[src/rtl/maincore_writeback_stage.sv]
// Writeback stage: merges ALU and load results into one registered register-file write port.
// Define WB_FWD_EN to add the writeback-to-operand forwarding ports.
module maincore_writeback_stage #(
  parameter int unsigned FIFO_DEPTH = 4,
  parameter int unsigned FIFO_AW    = 2
) (
  input  logic              clk_in,
  input  logic              reset_in,
  input  logic              alu_valid_in,
  input  logic [4:0]        alu_rd_in,
  input  logic [4:0]        alu_bank_in,
  input  logic [31:0]       alu_val_in,
  input  logic              alu_hi_in,
  input  logic              alu_low_in,
  input  logic              mem_valid_in,
  output logic              mem_ready_out,
  input  logic [4:0]        mem_rd_in,
  input  logic [4:0]        mem_bank_in,
  input  logic [31:0]       mem_val_in,
  input  logic              mem_hi_in,
  input  logic              mem_low_in,
  output logic              wb_out,
  output logic [4:0]        wb_rd_out,
  output logic [4:0]        wb_bank_sel_out,
  output logic [31:0]       wb_val_out,
  output logic              wb_hi_out,
  output logic              wb_low_out,
  output logic [FIFO_AW:0]  pending_out
`ifdef WB_FWD_EN
  ,
  input  logic [4:0]        fwd_rsa_in,
  input  logic [4:0]        fwd_rsb_in,
  input  logic [4:0]        fwd_bank_in,
  output logic              fwd_a_hit_out,
  output logic              fwd_b_hit_out,
  output logic [31:0]       fwd_a_val_out,
  output logic [31:0]       fwd_b_val_out
`endif
);

  typedef struct packed {
    logic [4:0]  rd;
    logic [4:0]  bank;
    logic [31:0] val;
    logic        hi;
    logic        low;
  } wb_entry_t;

  // Entry e is fully overwritten by ALU write a (same reg, same bank, halves covered).
  function automatic logic waw_hit(input wb_entry_t e, input wb_entry_t a);
    return (e.rd == a.rd) && (e.bank[1:0] == a.bank[1:0]) &&
           !(e.hi && !a.hi) && !(e.low && !a.low);
  endfunction

  wb_entry_t               ent_q [FIFO_DEPTH];
  logic [FIFO_DEPTH-1:0]   live_q, live_d;
  logic [FIFO_AW-1:0]      wr_ptr_q, wr_ptr_d;
  logic [FIFO_AW-1:0]      rd_ptr_q, rd_ptr_d;
  logic [FIFO_AW:0]        count_q, count_d;
  logic [FIFO_AW:0]        pending_q, pending_d;
  logic                    wb_q, wb_d;
  wb_entry_t               out_q, out_d;

  wb_entry_t alu_ent, mem_ent, head_ent;
  logic      mem_acc, fifo_empty, bypass, push, pop, head_live;

  // hi=low=0 means a full-word write; normalise on capture.
  assign alu_ent = '{rd: alu_rd_in, bank: alu_bank_in, val: alu_val_in,
                     hi: alu_hi_in | ~alu_low_in, low: alu_low_in | ~alu_hi_in};
  assign mem_ent = '{rd: mem_rd_in, bank: mem_bank_in, val: mem_val_in,
                     hi: mem_hi_in | ~mem_low_in, low: mem_low_in | ~mem_hi_in};

  assign mem_ready_out = (count_q != (FIFO_AW + 1)'(FIFO_DEPTH));
  assign mem_acc       = mem_valid_in & mem_ready_out;
  assign fifo_empty    = (count_q == '0);
  assign bypass        = mem_acc & fifo_empty & ~alu_valid_in;
  assign push          = mem_acc & ~bypass;
  assign pop           = ~alu_valid_in & ~fifo_empty;
  assign head_ent      = ent_q[rd_ptr_q];
  assign head_live     = live_q[rd_ptr_q];

  always_comb begin
    live_d = live_q;
    if (alu_valid_in) begin
      for (int unsigned i = 0; i < FIFO_DEPTH; i++) begin
        if (live_q[i] && waw_hit(ent_q[i], alu_ent)) begin
          live_d[i] = 1'b0;
        end
      end
    end
    if (pop) begin
      live_d[rd_ptr_q] = 1'b0;
    end
    if (push) begin
      live_d[wr_ptr_q] = ~(alu_valid_in & waw_hit(mem_ent, alu_ent));
    end

    pending_d = '0;
    for (int unsigned i = 0; i < FIFO_DEPTH; i++) begin
      pending_d = pending_d + {{FIFO_AW{1'b0}}, live_d[i]};
    end

    wr_ptr_d = push ? wr_ptr_q + FIFO_AW'(1) : wr_ptr_q;
    rd_ptr_d = pop  ? rd_ptr_q + FIFO_AW'(1) : rd_ptr_q;
    count_d  = count_q + (FIFO_AW + 1)'(push) - (FIFO_AW + 1)'(pop);
  end

  // ALU has absolute priority; bypass only happens with an empty FIFO, so it never overtakes.
  always_comb begin
    wb_d  = 1'b0;
    out_d = out_q;
    if (alu_valid_in) begin
      wb_d  = 1'b1;
      out_d = alu_ent;
    end else if (pop && head_live) begin
      wb_d  = 1'b1;
      out_d = head_ent;
    end else if (bypass) begin
      wb_d  = 1'b1;
      out_d = mem_ent;
    end
  end

  always_ff @(posedge clk_in or posedge reset_in) begin
    if (reset_in) begin
      wr_ptr_q  <= '0;
      rd_ptr_q  <= '0;
      count_q   <= '0;
      pending_q <= '0;
      live_q    <= '0;
      wb_q      <= 1'b0;
      out_q     <= '0;
      for (int unsigned i = 0; i < FIFO_DEPTH; i++) begin
        ent_q[i] <= '0;
      end
    end else begin
      wr_ptr_q  <= wr_ptr_d;
      rd_ptr_q  <= rd_ptr_d;
      count_q   <= count_d;
      pending_q <= pending_d;
      live_q    <= live_d;
      wb_q      <= wb_d;
      out_q     <= out_d;
      if (push) begin
        ent_q[wr_ptr_q] <= mem_ent;
      end
    end
  end

  assign wb_out          = wb_q;
  assign wb_rd_out       = out_q.rd;
  assign wb_bank_sel_out = out_q.bank;
  assign wb_val_out      = out_q.val;
  assign wb_hi_out       = out_q.hi;
  assign wb_low_out      = out_q.low;
  assign pending_out     = pending_q;

`ifdef WB_FWD_EN
  logic fwd_base_ok;
  logic unused_fwd_bank;

  assign fwd_base_ok     = wb_q && out_q.hi && out_q.low &&
                           (out_q.bank[1:0] == fwd_bank_in[1:0]);
  assign fwd_a_hit_out   = fwd_base_ok && (out_q.rd == fwd_rsa_in);
  assign fwd_b_hit_out   = fwd_base_ok && (out_q.rd == fwd_rsb_in);
  assign fwd_a_val_out   = fwd_a_hit_out ? out_q.val : 32'h0;
  assign fwd_b_val_out   = fwd_b_hit_out ? out_q.val : 32'h0;
  assign unused_fwd_bank = ^fwd_bank_in[4:2];
`endif

endmodule

[config.mk]
export PLATFORM = sky130hd
export DESIGN_NAME = maincore_writeback_stage
export DESIGN_NICKNAME = d
export VERILOG_FILES = /design/src/rtl/maincore_writeback_stage.sv
export SDC_FILE = /design/constraint.sdc
export NUM_CORES = 1
export LEC_CHECK = 0
export ABC_AREA = 1
export BUFFER_PORTS_ARGS = -buffer_cell sky130_fd_sc_hd__buf_2
export CAP_MARGIN = 0
export CORE_UTILIZATION = 59
export DETAILED_ROUTE_END_ITERATION = 16
export PLACE_DENSITY = 0.8
export SLEW_MARGIN = 20
export SYNTH_ARGS = -nofsm -noshare
export SYNTH_HDL_FRONTEND = slang
export SYNTH_SLANG_ARGS = --single-unit
[constraint.sdc]
create_clock -name clk_in -period 7.6 [get_ports clk_in]
set_clock_uncertainty 0.1 [all_clocks]
set_input_delay 0.38 -clock clk_in [delete_from_list [all_inputs] [get_ports clk_in]]
set_output_delay 0.38 -clock clk_in [all_outputs]
set_load 0.005 [all_outputs]
Yosys cells after proc, flatten, opt, wreduce, memory -nomap -nowiden

Index checks and enable logic that the tools add are counted.

Logic and storage cells: 151
Bits in registers: 235
Output and inout port bits: 49

$add $sub $neg: 7
Multiplexer cells: 26
Bitwise logic cells: 22
Magnitude comparators: 7
Reduce and logical (&&, ||, !) cells: 47
Eq/ne operators: 11

Operator list:

| operator                                                           | count |
|---|---|
| 2-to-1 mux 44 bit                                                  | 6 |
| bitwise mux 176 bit                                                | 1 |
| binary-select mux 44 bit (select 2 bit)                            | 1 |
| demux 44 bit (select 2 bit)                                        | 1 |
| logical AND 1 bit                                                  | 33 |
| == test 5 bit                                                      | 5 |
| zero test 1 bit                                                    | 12 |
| 2-to-1 mux 4 bit                                                   | 3 |
| == test 2 bit                                                      | 5 |
| 2-to-1 mux 1 bit                                                   | 10 |
| NOT 1 bit                                                          | 8 |
| adder 3 x 1 -> 3 bit                                               | 2 |
| AND 1 bit                                                          | 6 |
| greater-or-equal comparator 3 bit (second input constant)          | 2 |
| < comparator 2 x 3 -> 1 bit (second input constant)                | 2 |
| NOT 2 -> 3 bit                                                     | 2 |
| adder 2 x 1 -> 2 bit (second input constant)                       | 2 |
| AND 4 bit                                                          | 1 |
| bitwise mux 4 bit                                                  | 1 |
| demux 1 bit (select 2 bit)                                         | 2 |
| greater-or-equal comparator 2 x 1 -> 1 bit (second input constant) | 2 |
| NOT 4 bit                                                          | 1 |
| OR 1 bit                                                           | 4 |
| adder 2 x 1 -> 3 bit                                               | 1 |
| other kinds (7)                                                    | 7 |

Depth between registers and ports, before layout

Gate-level depths: netlist of run 1.

Depth after elaboration: 17
Gate-level depth with buffers: 15
Mapped depth without buffers: 14

Worst setup path before layout of run 1

Ideal clock, no wire load.

Path type: register to register
From: register rd_ptr_q[1]
To: register pending_q[1], in the netlist pending_out[1]
Required time: 7374 ps
Path buffers: 3
Arrival: 2525 ps
Cell stages (with the launch flop): 13
Setup slack: 4849 ps
Cell sequence: dfrtp_1 -> clkbuf_1 -> inv_1 -> clkbuf_1 -> buf_2 -> ha_1 -> nand3_1 -> nand2_1 -> o21bai_1 -> a21oi_1 -> fa_1 -> ha_1 -> ha_1

Cells in the longest elaborated chain, start to end: 12

RTL lines:

| what                                                                                                            | RTL line | text |
|---|---|---|
| start, declared                                                                                                 | 58       | `logic [FIFO_AW-1:0] rd_ptr_q, rd_ptr_d;` |
| start signal, assigned                                                                                          | 138      | `rd_ptr_q <= rd_ptr_d;` |
| < comparator 2 x 3 -> 1 bit (not written as such) or greater-or-equal comparator 2 x 1 -> 1 bit (tied branches) | 92       | `live_d[rd_ptr_q] = 1'b0;` |
| logical AND 1 bit (not written as such)                                                                         | 92       |  |
| 2-to-1 mux 1 bit (not written as such)                                                                          | 92       |  |
| demux 1 bit (select 2 bit) *                                                                                    | 92       |  |
| NOT 4 bit (no source line) *                                                                                    | -        |  |
| AND 4 bit (no source line) *                                                                                    | -        |  |
| 2-to-1 mux 4 bit *                                                                                              | 91       | `if (pop) begin` |
| bitwise mux 4 bit                                                                                               | 95       | `live_d[wr_ptr_q] = ~(alu_valid_in & waw_hit(mem_ent, alu_ent));` |
| 2-to-1 mux 4 bit *                                                                                              | 94       | `if (push) begin` |
| named net live_d[1]                                                                                             | 56       | `logic [FIFO_DEPTH-1:0] live_q, live_d;` |
| adder 1 x 1 -> 2 bit *                                                                                          | 100      | `pending_d = pending_d + {{FIFO_AW{1'b0}}, live_d[i]};` |
| adder 2 x 1 -> 3 bit *                                                                                          | 100      |  |
| adder 3 x 1 -> 3 bit *                                                                                          | 100      |  |
| named net pending_d[1]                                                                                          | 60       | `logic [FIFO_AW:0] pending_q, pending_d;` |
| end signal, assigned                                                                                            | 140      | `pending_q <= pending_d;` |
| end, declared                                                                                                   | 60       |  |

The timed path passes the listed nets; every way through them passes the cells marked *.
A chain may end at the register's enable or synchronous reset.

Worst setup path in the final report of run 1

From: input port alu_valid_in
To: register out_q (netlist bit wb_val_out[18])

Cells in the longest elaborated chain, start to end: 5

RTL lines:

| what                 | RTL line | text |
|---|---|---|
| start, declared      | 9        | `input logic alu_valid_in,` |
| NOT 1 bit            | 76, 78   |  |
| AND 1 bit            | 78       | `assign pop = ~alu_valid_in & ~fifo_empty;` |
| logical AND 1 bit    | 115      | `end else if (pop && head_live) begin` |
| 2-to-1 mux 44 bit    | 115      |  |
| 2-to-1 mux 44 bit    | 112      | `if (alu_valid_in) begin` |
| end signal, assigned | 143      | `out_q <= out_d;` |
| end, declared        | 62       | `wb_entry_t out_q, out_d;` |

Several ways; a longest one is shown, not always the timed one.

==> results of run 1 <==
## what timing repair did
action | in CTS | in global routing
endpoints found under the setup margin | 0 | 0
gates resized for setup | 0 | 0
hold buffers | 1 | 0
hold endpoints to repair | 107 | 0
## layer usage
metal  share of wire  GRT usage  wire length, µm  up-vias
met5               0          0                0        -
li1                -          -                -     5587
met4           0.023     0.0969              743        0
met2            0.46      0.495            14900      504
met3           0.078     0.0385             2520       68
met1            0.43      0.427            14000     5359
## synth_stat cells, types with 3 or more instances
cell      instances
nand2_1         687
dfrtp_1         235
inv_1           210
nand3_1         188
o21ai_0         178
nor2_1          117
clkbuf_1         52
buf_2            29
ha_1             12
buf_1             8
buf_4             7
o21ai_1           7
inv_2             5
xor2_1            4
a21oi_1           3
clkbuf_2          3
o211ai_1          3
## worst min-delay path by stage
stage / from / to / slack (ns) / cells past startpoint
after floorplan: ent_q[88]$_DFFE_PP0P_ / ent_q[88]$_DFFE_PP0P_ / 0.35 / 2
after global placement: wb_val_out[24]$_DFFE_PP0P_ / wb_val_out[24]$_DFFE_PP0P_ / 0.36 / 2
after detailed placement: wb_val_out[2]$_DFFE_PP0P_ / wb_val_out[2]$_DFFE_PP0P_ / 0.36 / 2
after CTS: mem_rd_in[4] / ent_q[175]$_DFFE_PP0P_ / 0.006 / 3
after global routing: mem_rd_in[4] / ent_q[175]$_DFFE_PP0P_ / 0.03 / 3
final: mem_rd_in[4] / ent_q[175]$_DFFE_PP0P_ / 0.02 / 3
## power by group
part           internal [mW]  total, mW  switching, mW
clock network          0.775       1.30          0.521
registers               1.87       2.12          0.252
logic                  0.854       2.60           1.74
total                   3.50       6.01           2.51
## stage by stage
stage | instance area, µm² | utilization | hold slack [ns]
6_report | 14000 | 0.685 | 0.0193
5_1_grt | 14000 | 0.685 | 0.0288
4_1_cts | 14000 | 0.684 | 0.00561
3_5_place_dp | 13100 | 0.640 | 0.360
3_3_place_gp | 13100 | 0.640 | 0.358
2_1_floorplan | 12400 | - | 0.353
## critical path, cell delays in order
cell,delay (ns)
buf_2,0.13
clkinv_2,0.44
buf_4,0.51
nand2_1,0.22
clkinv_2,0.75
a21oi_4,0.84
buf_4,0.56
nor2_1,0.08
nand2_1,0.09
nand2_1,0.05
## final cells by class
type,instances,area [µm²]
fillers,1692,6430
flip-flops and latches,235,5880
multi-input cells,1214,5250
repair buffers,154,828
inverters,215,818
clock buffers,38,777
well taps,270,338
clock inverters,10,105
## sequential cells by signal, summed over array words and instances, names as in the netlist, 2 cells and up
signal           cells
wb_bank_sel_out      5
pending_out          3
wb_rd_out            5
rd_ptr_q             2
wb_val_out          32
ent_q              176
wr_ptr_q             2
count_q              3
live_q               4
## cells by family after synthesis
kind of cell / count (synthesis) / synth area share
AND/OR/NAND/NOR: 999 / 0.323
buffers and inverters: 315 / 0.101
flip-flops: 235 / 0.475
AO/OA/AOI/OAI: 195 / 0.0808
adder cells (fa/ha/maj): 14 / 0.0154
XOR/XNOR: 6 / 0.00424
==> impl_metrics.py, run 1 <==
metrics = {
    "outcome": {
        "status": "finished clean",
    },
    "grt": {
        "grt_overflow": 0,
        "grt_pass1_vias": 10813,
        "grt_max_degree": 110,
        "antenna_found_initial": 0,
        "grt_pass1_wl_um": 53200,
        "gr-usage-all-layers": 0.305,
    },
    "setup_path": {
        "endpoint": "wb_val_out[18]$_DFFE_PP0P_",
        "startpoint_type": "primary input",
        "worstReg2RegStart": "rd_ptr_q[0]$_DFFE_PP0P_",
        "r2r_slack_ns": 3.90,
        "critPathArrivalTime_ns": 4.09,
        "crit_path_start": "alu_valid_in",
        "crit_type": "in2reg",
        "cp_data_required_time_ns": 7.92,
        "r2r.worst_path.cells": 11,
        "end_kind": "flop",
        "path_max_fanout": 60,
        "reg2reg_to": "wb_low_out$_DFFE_PP0P_",
    },
    "route": {
        "post_drt_wl_per_cell_um": 15.1,
        "num_vias": 11518,
        "drc": 0,
        "wl_um": 32200,
        "drt_first_iter_violations": 961,
        "viasPerCell": 5.39,
        "dr.pass1.iters": 6,
        "ant_nets": 0,
    },
    "clock_tree": {
        "cts.root.buffer_cell": "clkbuf_16",
        "clk_path_buf_depth": 3,
        "clock_latency_ns": 0.53,
        "clk_pin_slew_ns": 0.06,
        "cts_max_level": 1,
        "numCtsBuffers": 26,
        "cts_tree": "done",
        "cts_sinks": 235,
        "postCtsSetupBuffers": 0,
    },
    "synthesis": {
        "ys_seq_area_frac": 0.475,
        "netlist_instances": 1764,
        "yosys-top-cells-area": "dfrtp_1, nand2_1, nand3_1, o21ai_0, inv_1",
        "yosys_warnings": 0,
        "yosysTopAreaCellShare": 0.475,
        "avgSynthCellArea_um2": 7.02,
        "syn-num-nets": 1870,
        "synth_top_flop_cell": "dfrtp_1",
        "synth-edff-count": 0,
        "syn_area_um2": 12400,
        "netlist-cell-type-count": 28,
        "yosys.area.top_type": "dfrtp_1",
        "ys_async_sr_fraction": 1.00,
        "ys_seq_elements": 235,
    },
    "power_and_ir_drop": {
        "p_leak_nw": 7.47,
        "fin_total_pwr_mw": 6.01,
        "ir_drop_v": 0.000274,
        "cellPowerDensity_nw_per_um2": 430,
    },
    "sta": {
        "rsz0062_at_grt": "false",
        "maxSlewViolCount": 0,
        "finalSetupViolCount": 0,
        "worstMarginPinSlew_ns": 1.07,
        "max_slew_margin": 0.282,
        "fmax_ghz": 0.265,
        "setup_tns_ns": 0,
        "fin_crit_sh": 0.496,
        "setup_slack_ns": 3.83,
        "min_period_ns": 3.77,
        "hold_viol_final": 0,
    },
    "floorplan": {
        "coreArea_um2": 20400,
        "io_pins": 141,
        "rows": 52,
        "die-area_um2": 21600,
        "die_h_um": 147,
        "start_util": 0.606,
        "die_w_um": 147,
    },
    "worst_hold_path": {
        "hold_path.class": "in2reg",
    },
    "layout": {
        "drive_gt1_frac": 0.114,
        "mostFrequentLayoutCells": "nand2_1, dfrtp_1, inv_1",
        "final_nets": 1952,
        "antenna_cells": 0,
        "area_growth_syn_to_layout_pct": 13.1,
        "fin_cells": 2136,
        "mostFrequentLayoutCell": "nand2_1",
    },
    "flow_run": {
        "drv_cap": 0,
    },
    "place": {
        "routabilityCongestion": 0.886,
        "placedCellCount": 2086,
        "dpl.hpwl_um": 18600,
        "dp_slack_ns": 3.29,
        "io_buffers": 140,
    },
}
No activity file was read; power rests on OpenSTA's default activity.
==> inputs of run 2 (changes only) <==
==> constraint.sdc (replaced) <==
create_clock -name clk_in -period 3.74 [get_ports clk_in]
set_clock_uncertainty 0.1 [all_clocks]
set_input_delay 0.187 -clock clk_in [delete_from_list [all_inputs] [get_ports clk_in]]
set_output_delay 0.187 -clock clk_in [all_outputs]
set_load 0.005 [all_outputs]
==> run 2 against run 1 <==
  * Setup slack got worse by 3.3 ns
  * Die area unchanged
  * Via count increased by 2.3%
  * Worst hold slack got worse by 0.0065 ns
  * Clock-buffer cell count unchanged
  * Sequential power increased by 110%
  * Sequential cell count unchanged
  * Register-to-register slack got worse by 3.4 ns
  * Wire length increased by 3.5%
  * Combinational power increased by 100%
  * Design area increased by 5.9%
==> impl_metrics.py, run 2 (synthesis gave the netlist of run 1 again) <==
metrics = {
    "layout": {
        "mostFrequentLayoutCells": "nand2_1, dfrtp_1, inv_1",
        "antenna_cells": 0,
        "largest_reg_flops": 176,
        "largest_register": "ent_q",
        "final_nets": 2040,
        "final_area_um2": 14800,
        "area_growth_syn_to_layout_pct": 19.7,
        "mostFrequentLayoutCell": "nand2_1",
        "drive_gt1_frac": 0.110,
    },
    "power_and_ir_drop": {
        "fin_total_pwr_mw": 12.2,
        "seq_power_share": 0.360,
        "p_leak_nw": 7.82,
        "ir_drop_v": 0.000753,
        "p_int_mw": 7.10,
        "p_sw_mw": 5.08,
        "clockPowerShare": 0.205,
        "cellPowerDensity_nw_per_um2": 822,
        "power_frac_comb": 0.435,
        "switching_share": 0.417,
    },
    "clock_tree": {
        "numCtsBuffers": 26,
        "cts_sinks": 235,
        "cts.root.buffer_cell": "clkbuf_16",
        "postCtsSetupBuffers": 0,
        "cts_max_level": 1,
        "cts_tree": "done",
        "clk_pin_slew_ns": 0.06,
        "clock_latency_ns": 0.52,
        "ctsResizeCount": 0,
        "clk_path_buf_depth": 3,
    },
    "worst_hold_path": {
        "whs_path_depth": 5,
        "hold_path.class": "in2reg",
    },
    "grt": {
        "grt_pass1_wl_um": 55600,
        "grt_max_degree": 168,
        "antenna_found_initial": 0,
        "gr-usage-all-layers": 0.319,
        "grt_overflow": 0,
        "grt_pass1_vias": 11253,
    },
    "setup_path": {
        "endpoint": "wb_val_out[14]$_DFFE_PP0P_",
        "r2r_slack_ns": 0.51,
        "cp_data_required_time_ns": 4.05,
        "startpoint_type": "flop",
        "end_kind": "flop",
        "reg2reg_to": "wb_val_out[14]$_DFFE_PP0P_",
        "critPathArrivalTime_ns": 3.53,
        "path_max_fanout": 45,
        "crit_path_start": "rd_ptr_q[0]$_DFFE_PP0P_",
        "crit_type": "reg2reg",
        "worstReg2RegStart": "rd_ptr_q[0]$_DFFE_PP0P_",
        "r2r.worst_path.cells": 11,
    },
    "floorplan": {
        "die-area_um2": 21600,
        "start_util": 0.606,
        "io_pins": 141,
        "coreArea_um2": 20400,
        "die_w_um": 147,
        "rows": 52,
        "die_h_um": 147,
    },
    "route": {
        "drt_first_iter_violations": 1044,
        "post_drt_wl_per_cell_um": 15.0,
        "num_vias": 11783,
        "ant_nets": 0,
        "dr.pass1.iters": 6,
        "drc": 0,
        "wl_um": 33300,
        "viasPerCell": 5.31,
    },
    "sta": {
        "maxSlewViolCount": 0,
        "finalSetupViolCount": 0,
        "fmax_ghz": 0.310,
        "fin_crit_sh": 0.863,
        "whs_ns": 0.0128,
        "max_slew_margin": 0.264,
        "min_period_ns": 3.23,
        "setup_tns_ns": 0,
        "rsz0062_at_grt": "false",
        "setup_slack_ns": 0.513,
        "worstMarginPinSlew_ns": 1.10,
        "hold_viol_final": 0,
    },
    "place": {
        "dp_slack_ns": 0.541,
        "io_buffers": 140,
        "dpl.hpwl_um": 19600,
        "placed_area_um2": 13100,
        "routabilityCongestion": 0.911,
    },
    "outcome": {
        "status": "finished clean",
    },
    "flow_run": {
        "drv_cap": 0,
    },
}
==> run 2: changes by cell type in the layout (fill, tap and decap cells not counted), sizes merged <==
cell         previous run  this run
bufinv                  2         1
dlygate4sd3             1        84
inv                   212       214
buf                   153       158
clkinvlp                2         1
clkinv                  9         5
==> run 2: how the worst min path moves through the flow <==
| stage | from | end | slack [ns] |
|---|---|---|---|
| 3_3_place_gp | mem_bank_in[1] | ent_q[167]$_DFFE_PP0P_ | 0.35 |
| 5_1_grt | alu_bank_in[0] | wb_bank_sel_out[0]$_DFFE_PP0P_ | 0.05 |
| 2_1_floorplan | mem_val_in[10] | ent_q[100]$_DFFE_PP0P_ | 0.21 |
| 4_1_cts | alu_rd_in[4] | wb_rd_out[4]$_DFFE_PP0P_ | 0.004 |
| 3_5_place_dp | wb_val_out[16]$_DFFE_PP0P_ | wb_val_out[16]$_DFFE_PP0P_ | 0.36 |
| 6_report | alu_bank_in[0] | wb_bank_sel_out[0]$_DFFE_PP0P_ | 0.01 |
==> run 2: worst max-delay path, stage by stage (launching register included) <==
cell and delay [ns]:
dfrtp_2 0.60, inv_2 0.30, nand2_1 0.08, nand2_1 0.06, nand2_1 0.06, nand2_2 0.11
buf_4 0.50, nand2_2 0.80, nand2_1 0.26, nand3_1 0.11, nand2_1 0.08, nand2_1 0.05
==> run 2: power by group through the flow <==
| stage | Sequential (mW) | Clock [mW] | Combinational [mW] |
|---|---|---|---|
| after global placement | 4.35 | 0 | 4.97 |
| final | 4.38 | 2.50 | 5.30 |
| after global routing | 4.51 | 2.63 | 6.03 |
| after floorplan | 4.26 | 0 | 3.79 |
| after detailed placement | 4.39 | 0 | 5.14 |
| after CTS | 4.37 | 2.53 | 5.26 |
==> run 2: stage by stage <==
step                std cells  utilization
floorplan                1764            -
global placement         2092        0.644
detailed placement       2092        0.644
CTS                      2220        0.726
global route             2220        0.726
finish                   2220        0.726
==> run 2: layout make-up <==
class                   count  area [µm²]
clock inverters             6        58.8
inverters                 215         812
flip-flops and latches    235        5880
repair buffers            242        1700
clock buffers              38         777
well taps                 270         338
multi-input cells        1214        5250
fillers                  1604        5610
==> run 2: routing by layer <==
| metal | track usage | vias up | wire length, µm |
|---|---|---|---|
| met5 | 0 | - | 0 |
| met4 | 0.107 | 0 | 811 |
| met3 | 0.0438 | 62 | 2670 |
| met2 | 0.524 | 511 | 15600 |
| met1 | 0.436 | 5451 | 14200 |
| li1 | - | 5759 | - |
==> run 2: what timing repair did <==
| action | in CTS | in global routing |
|---|---|---|
| hold endpoints to repair | 453 | 0 |
| hold buffers | 84 | 0 |
| endpoints found under the setup margin | 0 | 0 |
==> inputs of run 3 (changes only) <==
--- a/config.mk
+++ b/config.mk
@@ -11,6 +11,7 @@
 export CORE_UTILIZATION = 59
 export DETAILED_ROUTE_END_ITERATION = 16
 export PLACE_DENSITY = 0.8
+export REMOVE_ABC_BUFFERS = 1
 export SLEW_MARGIN = 20
 export SYNTH_ARGS = -nofsm -noshare
 export SYNTH_HDL_FRONTEND = slang
==> run 3 against run 2 <==
  * Setup slack gained 0.38 ns
  * Design area grew 0.32%
  * Power grew 0.12%
  * Critical endpoint is now wb_val_out[8]$_DFFE_PP0P_
  * Core utilization grew 0.23 points
  * Largest cell class unchanged
==> impl_metrics.py, run 3 (synthesis gave the netlist of run 1 again) <==
metrics = {
    "worst_hold_path": {
        "min_to": "wb_bank_sel_out[0]$_DFFE_PP0P_",
        "min-delay-start": "alu_bank_in[0]",
        "whs_path_depth": 5,
        "hold_path.class": "in2reg",
    },
    "sta": {
        "min_period_ns": 2.85,
        "whs_ns": 0.0107,
        "rsz0062_at_grt": "false",
        "worstMarginPinSlew_ns": 0.896,
        "setup_tns_ns": 0,
        "fin_crit_sh": 0.763,
        "fmax_ghz": 0.351,
        "maxSlewViolCount": 0,
        "hold_viol_final": 0,
        "finalSetupViolCount": 0,
        "max_slew_margin": 0.402,
    },
    "clock_tree": {
        "clk_path_buf_depth": 3,
        "cts.root.buffer_cell": "clkbuf_16",
        "clk_pin_slew_ns": 0.06,
        "cts_max_level": 1,
        "clock_latency_ns": 0.53,
        "ctsResizeCount": 0,
        "cts_tree": "done",
        "numCtsBuffers": 26,
        "cts_sinks": 235,
    },
    "setup_path": {
        "critPathMaxStageDelay_ns": 0.61,
        "cpMaxStageDelayCell": "dfrtp_4",
        "end_kind": "flop",
        "cp_data_required_time_ns": 4.05,
        "crit_type": "reg2reg",
        "reg2reg_to": "wb_val_out[8]$_DFFE_PP0P_",
        "r2r.worst_path.cells": 11,
        "r2r_slack_ns": 0.89,
        "startpoint_type": "flop",
        "cp_common_cell": "nand2_1",
        "critPathArrivalTime_ns": 3.16,
        "path_cells": "inv_2 -> nand2_1 -> nand2_1 -> nand2_1 -> nand2_2 -> nand2_2 -> buf_4 -> nand2_1 -> nand3_1 -> nand2_1 -> nand2_1",
        "worstReg2RegStart": "rd_ptr_q[0]$_DFFE_PP0P_",
        "path_max_fanout": 34,
    },
    "layout": {
        "mostFrequentLayoutCell": "nand2_1",
        "antenna_cells": 0,
        "fillers": 1624,
        "mostFrequentLayoutCells": "nand2_1, dfrtp_1, inv_1",
        "area_growth_syn_to_layout_pct": 20.1,
        "largest_reg_flops": 176,
        "fin_cells": 2227,
        "multi_input_area_um2": 5250,
        "largest_register": "ent_q",
        "seqCellArea_um2": 5890,
        "final_nets": 2048,
        "drive_gt1_frac": 0.111,
    },
    "route": {
        "ant_nets": 0,
        "num_vias": 11906,
        "dr.pass1.iters": 5,
        "drc": 0,
        "post_drt_wl_per_cell_um": 14.8,
        "wl_um": 32900,
        "drt_first_iter_violations": 1088,
        "viasPerCell": 5.35,
    },
    "floorplan": {
        "start_util": 0.606,
        "coreArea_um2": 20400,
        "die_h_um": 147,
        "io_pins": 141,
        "die_w_um": 147,
        "rows": 52,
        "die-area_um2": 21600,
    },
    "grt": {
        "grt_pass1_wl_um": 55600,
        "grt_overflow": 0,
        "gr-usage-all-layers": 0.316,
        "antenna_found_initial": 0,
        "grt_max_degree": 124,
        "grt_pass1_vias": 11519,
    },
    "outcome": {
        "status": "finished clean",
    },
    "place": {
        "placedCellCount": 2098,
        "dpl.hpwl_um": 19300,
        "io_buffers": 140,
        "routabilityCongestion": 0.916,
    },
    "power_and_ir_drop": {
        "p_leak_nw": 7.85,
        "cellPowerDensity_nw_per_um2": 820,
        "ir_drop_v": 0.000502,
    },
    "flow_run": {
        "drv_cap": 0,
    },
}
-- run 3: cell types whose count changed in the layout (fill, tap and decap cells not counted) --
cell	change
buf_4	+7
clkbuf_1	+2
clkinv_2	-2
dlygate4sd3_1	+2
buf_12	-1
clkinvlp_4	-1
dfrtp_2	-1
dfrtp_4	+1
inv_6	-1
inv_8	+1
-- run 3: critical path: cells and delay by family, from the launching register on --
family	cells	cell delay, ns
and+or+nand+nor	9	1.24
buffers and inverters	2	0.77
DFF	1	0.61
-- run 3: worst max-delay path by stage --
stage	start	to	slack, ns	cells after the start
after floorplan	reset_in	count_q[0]$_DFF_PP0_	-2.99	1
after global placement	rd_ptr_q[0]$_DFFE_PP0P_	wb_val_out[26]$_DFFE_PP0P_	1.0	10
after detailed placement	rd_ptr_q[0]$_DFFE_PP0P_	wb_val_out[24]$_DFFE_PP0P_	0.95	11
after CTS	rd_ptr_q[0]$_DFFE_PP0P_	wb_val_out[8]$_DFFE_PP0P_	0.93	11
after global routing	rd_ptr_q[0]$_DFFE_PP0P_	wb_rd_out[0]$_DFFE_PP0P_	0.69	10
final	rd_ptr_q[0]$_DFFE_PP0P_	wb_val_out[8]$_DFFE_PP0P_	0.89	11
-- run 3: through the flow --
stage	setup WS, ns	util	area (µm²)	power, mW
after detailed placement	0.952	0.645	13200	9.55
final	0.888	0.728	14900	12.2
after global placement	0.999	0.645	13200	9.36
after CTS	0.928	0.728	14900	12.2
after floorplan	-2.99	-	11900	7.86
after global routing	0.694	0.728	14900	13.2
-- run 3: area by class of cell --
class | count | area share
clock buffer | 40 | 0.0528
sequential | 235 | 0.396
inverter | 215 | 0.0549
timing repair buffer | 250 | 0.118
multi-input combinational | 1214 | 0.353
clock inverter | 3 | 0.00269
tap | 270 | 0.0227
-- run 3: report_power, final --
part	internal [mW]	total, mW	switching, mW
clock network	1.49	2.49	1.00
logic	1.81	5.35	3.53
registers	3.81	4.35	0.548
total	7.11	12.2	5.08
-- run 3: routing by layer --
| layer | routed length, µm | GRT usage | vias to the layer above |
|---|---|---|---|
| met5 | 0 | 0 | - |
| met4 | 559 | 0.0839 | 0 |
| met3 | 2800 | 0.0525 | 56 |
| met2 | 15500 | 0.510 | 502 |
| met1 | 14100 | 0.444 | 5574 |
| li1 | - | - | 5774 |
-- run 3: timing repair --
action / CTS / global route
buffers inserted: 0 / 0
hold buffers: 86 / 0
endpoints found under the hold margin: 336 / 0
